<file path="config.mk">
export PLATFORM = sky130hd
export DESIGN_NAME = in_feature_loader
export DESIGN_NICKNAME = d
export VERILOG_FILES = /design/src/rtl/in_feature_loader.sv
export SDC_FILE = /design/constraint.sdc
export NUM_CORES = 1
export LEC_CHECK = 0
export ABC_AREA = 0
export BUFFER_PORTS_ARGS = -buffer_cell sky130_fd_sc_hd__clkbuf_2
export CORE_AREA = 10 10 89 91
export CTS_CLUSTER_SIZE = 14
export DETAILED_ROUTE_END_ITERATION = 16
export DIE_AREA = 0 0 99 101
export HOLD_SLACK_MARGIN = 0.06
export PLACE_DENSITY = 0.88
export SETUP_SLACK_MARGIN = 0.15
export SYNTH_ARGS = -nofsm -noshare
export SYNTH_HDL_FRONTEND = slang
export SYNTH_SLANG_ARGS = --single-unit
</file>
<file path="constraint.sdc">
create_clock -name clock -period 5 [get_ports clock]
set_input_delay 0.75 -clock clock [delete_from_list [all_inputs] [get_ports clock]]
set_output_delay 0.75 -clock clock [all_outputs]
set_load 0.02 [all_outputs]
</file>
<file path="src/rtl/in_feature_loader.sv">
// in_feature_loader: accepts one frame as a valid/ready pixel stream and packs
// even/odd pixel pairs into the dual-port in_feature RAM (a = even, b = odd).
// After the final word is written it holds net_enable until net_done.
// Optional feature macro: LOADER_CHECKSUM_EN adds frame_sum (mod-2**DATA_WIDTH
// sum of the accepted pixels of the current frame).
module in_feature_loader #(
  parameter int DATA_WIDTH = 16,
  parameter int ADDR_WIDTH = 9,
  parameter int NUM_PIXELS = 400
) (
  input  logic                  clock,
  input  logic                  reset,
  input  logic                  start,
  input  logic                  pix_valid,
  input  logic [DATA_WIDTH-1:0] pix_data,
  output logic                  pix_ready,
  output logic [ADDR_WIDTH-1:0] ram_addr_a,
  output logic [ADDR_WIDTH-1:0] ram_addr_b,
  output logic [DATA_WIDTH-1:0] ram_data_a,
  output logic [DATA_WIDTH-1:0] ram_data_b,
  output logic                  ram_wren_a,
  output logic                  ram_wren_b,
  output logic                  load_done,
  output logic                  net_enable,
  input  logic                  net_done
`ifdef LOADER_CHECKSUM_EN
  ,
  output logic [DATA_WIDTH-1:0] frame_sum
`endif
);

  localparam int CW = ADDR_WIDTH + 1;
  localparam logic [CW-1:0] LAST_IDX = CW'(NUM_PIXELS - 1);

  typedef enum logic [1:0] {S_IDLE, S_FILL, S_FLUSH, S_RUN} state_t;

  state_t                state, state_nxt;
  logic [CW-1:0]         cnt;
  logic [DATA_WIDTH-1:0] hold;
  logic                  accept, last_acc;
  logic [ADDR_WIDTH-1:0] idx, pair_base;

  assign accept    = pix_valid & pix_ready;
  assign last_acc  = accept & (cnt == LAST_IDX);
  assign idx       = cnt[ADDR_WIDTH-1:0];
  assign pair_base = idx & ~ADDR_WIDTH'(1);

  // State register
  always_ff @(posedge clock) begin
    if (reset) state <= S_IDLE;
    else       state <= state_nxt;
  end

  // Next-state and level outputs
  always_comb begin
    state_nxt  = state;
    pix_ready  = 1'b0;
    net_enable = 1'b0;
    case (state)
      S_IDLE:  if (start) state_nxt = S_FILL;
      S_FILL: begin
        pix_ready = 1'b1;
        if (last_acc) state_nxt = S_FLUSH;
      end
      S_FLUSH: state_nxt = S_RUN;
      S_RUN: begin
        net_enable = 1'b1;
        if (net_done) state_nxt = S_IDLE;
      end
      default: state_nxt = S_IDLE;
    endcase
  end

  // Pixel counter, hold register and registered RAM write port
  always_ff @(posedge clock) begin
    if (reset) begin
      cnt        <= '0;
      hold       <= '0;
      ram_addr_a <= '0;
      ram_addr_b <= '0;
      ram_data_a <= '0;
      ram_data_b <= '0;
      ram_wren_a <= 1'b0;
      ram_wren_b <= 1'b0;
      load_done  <= 1'b0;
    end else begin
      ram_wren_a <= 1'b0;
      ram_wren_b <= 1'b0;
      load_done  <= last_acc;
      if (state == S_IDLE && start) begin
        cnt <= '0;
      end else if (accept) begin
        cnt <= cnt + CW'(1);
        if (!cnt[0]) begin
          // even pixel: park it; only an odd-sized frame's tail writes alone
          hold <= pix_data;
          if (last_acc) begin
            ram_wren_a <= 1'b1;
            ram_addr_a <= idx;
            ram_data_a <= pix_data;
          end
        end else begin
          ram_wren_a <= 1'b1;
          ram_wren_b <= 1'b1;
          ram_addr_a <= pair_base;
          ram_addr_b <= idx;
          ram_data_a <= hold;
          ram_data_b <= pix_data;
        end
      end
    end
  end

`ifdef LOADER_CHECKSUM_EN
  // Running sum of the accepted pixels; restarts with each frame
  always_ff @(posedge clock) begin
    if (reset)                        frame_sum <= '0;
    else if (state == S_IDLE && start) frame_sum <= '0;
    else if (accept)                  frame_sum <= frame_sum + pix_data;
  end
`endif

endmodule

</file>
==> results.ini <==
[clock_tree]
clock_path_buffers = 2
clk_pin_slew_worst_paths_ns = 0.08
cts_root_buf = clkbuf_8
cts_num_sinks = 80
cts_resized = 0
postCtsHoldBufs = 0
post_cts_buffers = 0
clk_latency_ns = 0.35
htreeDepth = 3
cts_tree = built
cts_buffers = 9

[outcome]
status = finished clean

[yosys]
yosysSeqAreaShare_pct = 48.0
syn-instance-count = 373
synth_area_mm2 = 0.00334
avgSynthCellArea_um2 = 8.95
synth.distinct_cells = 35
yosysWarnings = 0
synthArstFlopShare_pct = 0
ys.flop_type = dfxtp_1
ys_seq_elements = 80
synth_edf_count = 0
syn_nets = 400

[worst_setup_path]
cp.required_ns = 5.20
crit_type = reg2reg
arrival_ns = 2.70
worst_setup_path_end_kind = flop
worstPathMaxFanout = 27
start_kind = flop

[drt]
wl_um = 8620
drtIter0Drc = 204
drc_errors = 0
vias_per_cell = 5.59
vias = 2892
drtPass1Iterations = 5
wire_per_inst_um = 16.7
ant_nets = 0

[floorplanning]
rows = 29
core_area_mm2 = 0.00620
die_w_um = 99
initial_utilization_pct = 53.8
pin_count = 76
die_height_um = 101
die_area_mm2 = 0.0100

[final_layout]
nets = 462
drive_gt1_share_pct = 26.1
area_growth_pct = 15.5
antennaDiodeCount = 0
multi_input_area_mm2 = 0.00156
nFillCells = 520
layout_commonest_cell = dfxtp_1
regArea_mm2 = 0.00160
layout_common_cells = 80 x dfxtp_1, 74 x nand2_1, 74 x clkbuf_2, 68 x a21oi_1, 22 x o21ai_0

[sta]
period_needed_ns = 2.49
setup_tns_ns = 0
period_share_pct = 49.9
fmax_mhz = 401
worst_pin_slew_ns = 1.12
slew_violations = 0
relSlewSlack_pct = 25.1
grt_setup_unrepaired = false
skew_ns = 0.00596
hold_ws_ns = 0.461
hold_viol_final = 0
setup_viol = 0

[global_route]
grt_pass1_vias = 2843
grt_max_degree = 53
grt_pass1_wl_um = 14200
grt_remaining_overflow = 0
antenna_found_initial = 0
grt_use_total_pct = 17.2

[pwr]
ir_drop_mv = 0.314
leakage_nw = 1.48
power_density_mw_per_mm2 = 372

[run]
maxCapViolations = 0

[placed_design]
dp_hpwl_um = 5990
gp_congestion = 0.813
io_buffers = 74

[hold_path]
hp-class = reg2reg

## report_power, final
part	leakage (nW)	internal, mW	switching (mW)
logic	0.756	0.103	0.222
clock network	0.0813	0.192	0.227
registers	0.645	0.670	0.0204
## synthesized netlist by cell type, types with 2 or more instances
master	count	area share (%)
nor4_1	3	0.56
clkbuf_1	13	1.5
nand2_1	74	8.3
inv_1	7	0.79
buf_2	7	1.0
a211oi_2	15	5.6
xor2_1	3	0.79
xnor2_1	5	1.3
mux2i_1	16	4.8
dfxtp_1	80	48
ha_1	6	2.2
a21oi_1	68	10
buf_6	2	0.67
and2_1	2	0.37
nand4_1	3	0.56
nor2_1	15	1.7
buf_4	2	0.45
dlygate4sd1_1	2	0.52
nor3_1	6	0.90
nand3_1	8	1.2
o21ai_0	22	3.3
## flip-flops by register name (all words and copies together), names as in the netlist
signal	flops
ram_wren_a	1
ram_addr_b	9
hold	16
load_done	1
ram_addr_a	8
ram_data_a	16
state	2
ram_wren_b	1
cnt	10
ram_data_b	16
## per-stage QoR
step | utilization [%] | setup slack (ns) | total power [mW] | cells | instance area (um2)
2_1_floorplan | - | 3.05 | 0.956 | 373 | 3340
3_3_place_gp | 59.3 | 2.50 | 1.01 | 501 | 3680
3_5_place_dp | 59.3 | 2.42 | 1.03 | 501 | 3680
4_1_cts | 62.1 | 2.51 | 1.44 | 517 | 3860
5_1_grt | 62.1 | 2.29 | 1.51 | 517 | 3860
6_report | 62.1 | 2.51 | 1.43 | 517 | 3860
## path summary, 6_finish.rpt
| path | startpoint | to | slack (ns) | depth (start not counted) |
|---|---|---|---|---|
| worst max-delay path | state[1]$_SDFFE_PP0P_ | ram_data_b[7]$_SDFFE_PP0P_ | 2.51 | 6 |
| worst min-delay path | ram_addr_b[1]$_SDFFE_PP0P_ | ram_addr_b[1]$_SDFFE_PP0P_ | 0.46 | 2 |
| worst max register to register | state[1]$_SDFFE_PP0P_ | ram_data_b[7]$_SDFFE_PP0P_ | 2.51 | 6 |
| worst min register to register | ram_addr_b[1]$_SDFFE_PP0P_ | ram_addr_b[1]$_SDFFE_PP0P_ | 0.46 | 2 |
## routing by layer
layer / wire length [um] / part of all wire (%) / global-route usage, %
met1: 3690 / 43 / 21.3
met2: 4180 / 49 / 27.4
met3: 557 / 6.5 / 3.91
met4: 190 / 2.2 / 8.38
met5: 0 / 0 / 0
## worst max-delay path: stages, from the launching register on
cell and delay, ns:
dfxtp_1 0.33, inv_1 0.12, ha_1 0.27, and2_1 0.34, nand3_1 0.84, nand2_1 0.33
a21oi_1 0.11
## area by class of cell
class / count / share of cell area, %
clock buffer: 11 / 3.67
clock inverter: 5 / 0.844
inverter: 7 / 0.681
multi-input combinational: 259 / 40.4
sequential: 80 / 41.5
tap: 77 / 2.50
timing repair buffer: 78 / 10.4
## cells by family (layout without fill, tap and decap cells)
group,count (synthesis),after routing,share of synthesized area [%]
simple gates,116,116,15.2
compound gates,112,112,22.0
flops,80,80,48.0
buf+inv,34,101,5.55
mux,16,16,4.80
xor+xnor,8,8,2.10
fa+ha+maj,6,6,2.25
other cells,1,1,0.112
No activity file was read; power rests on OpenSTA's default activity.
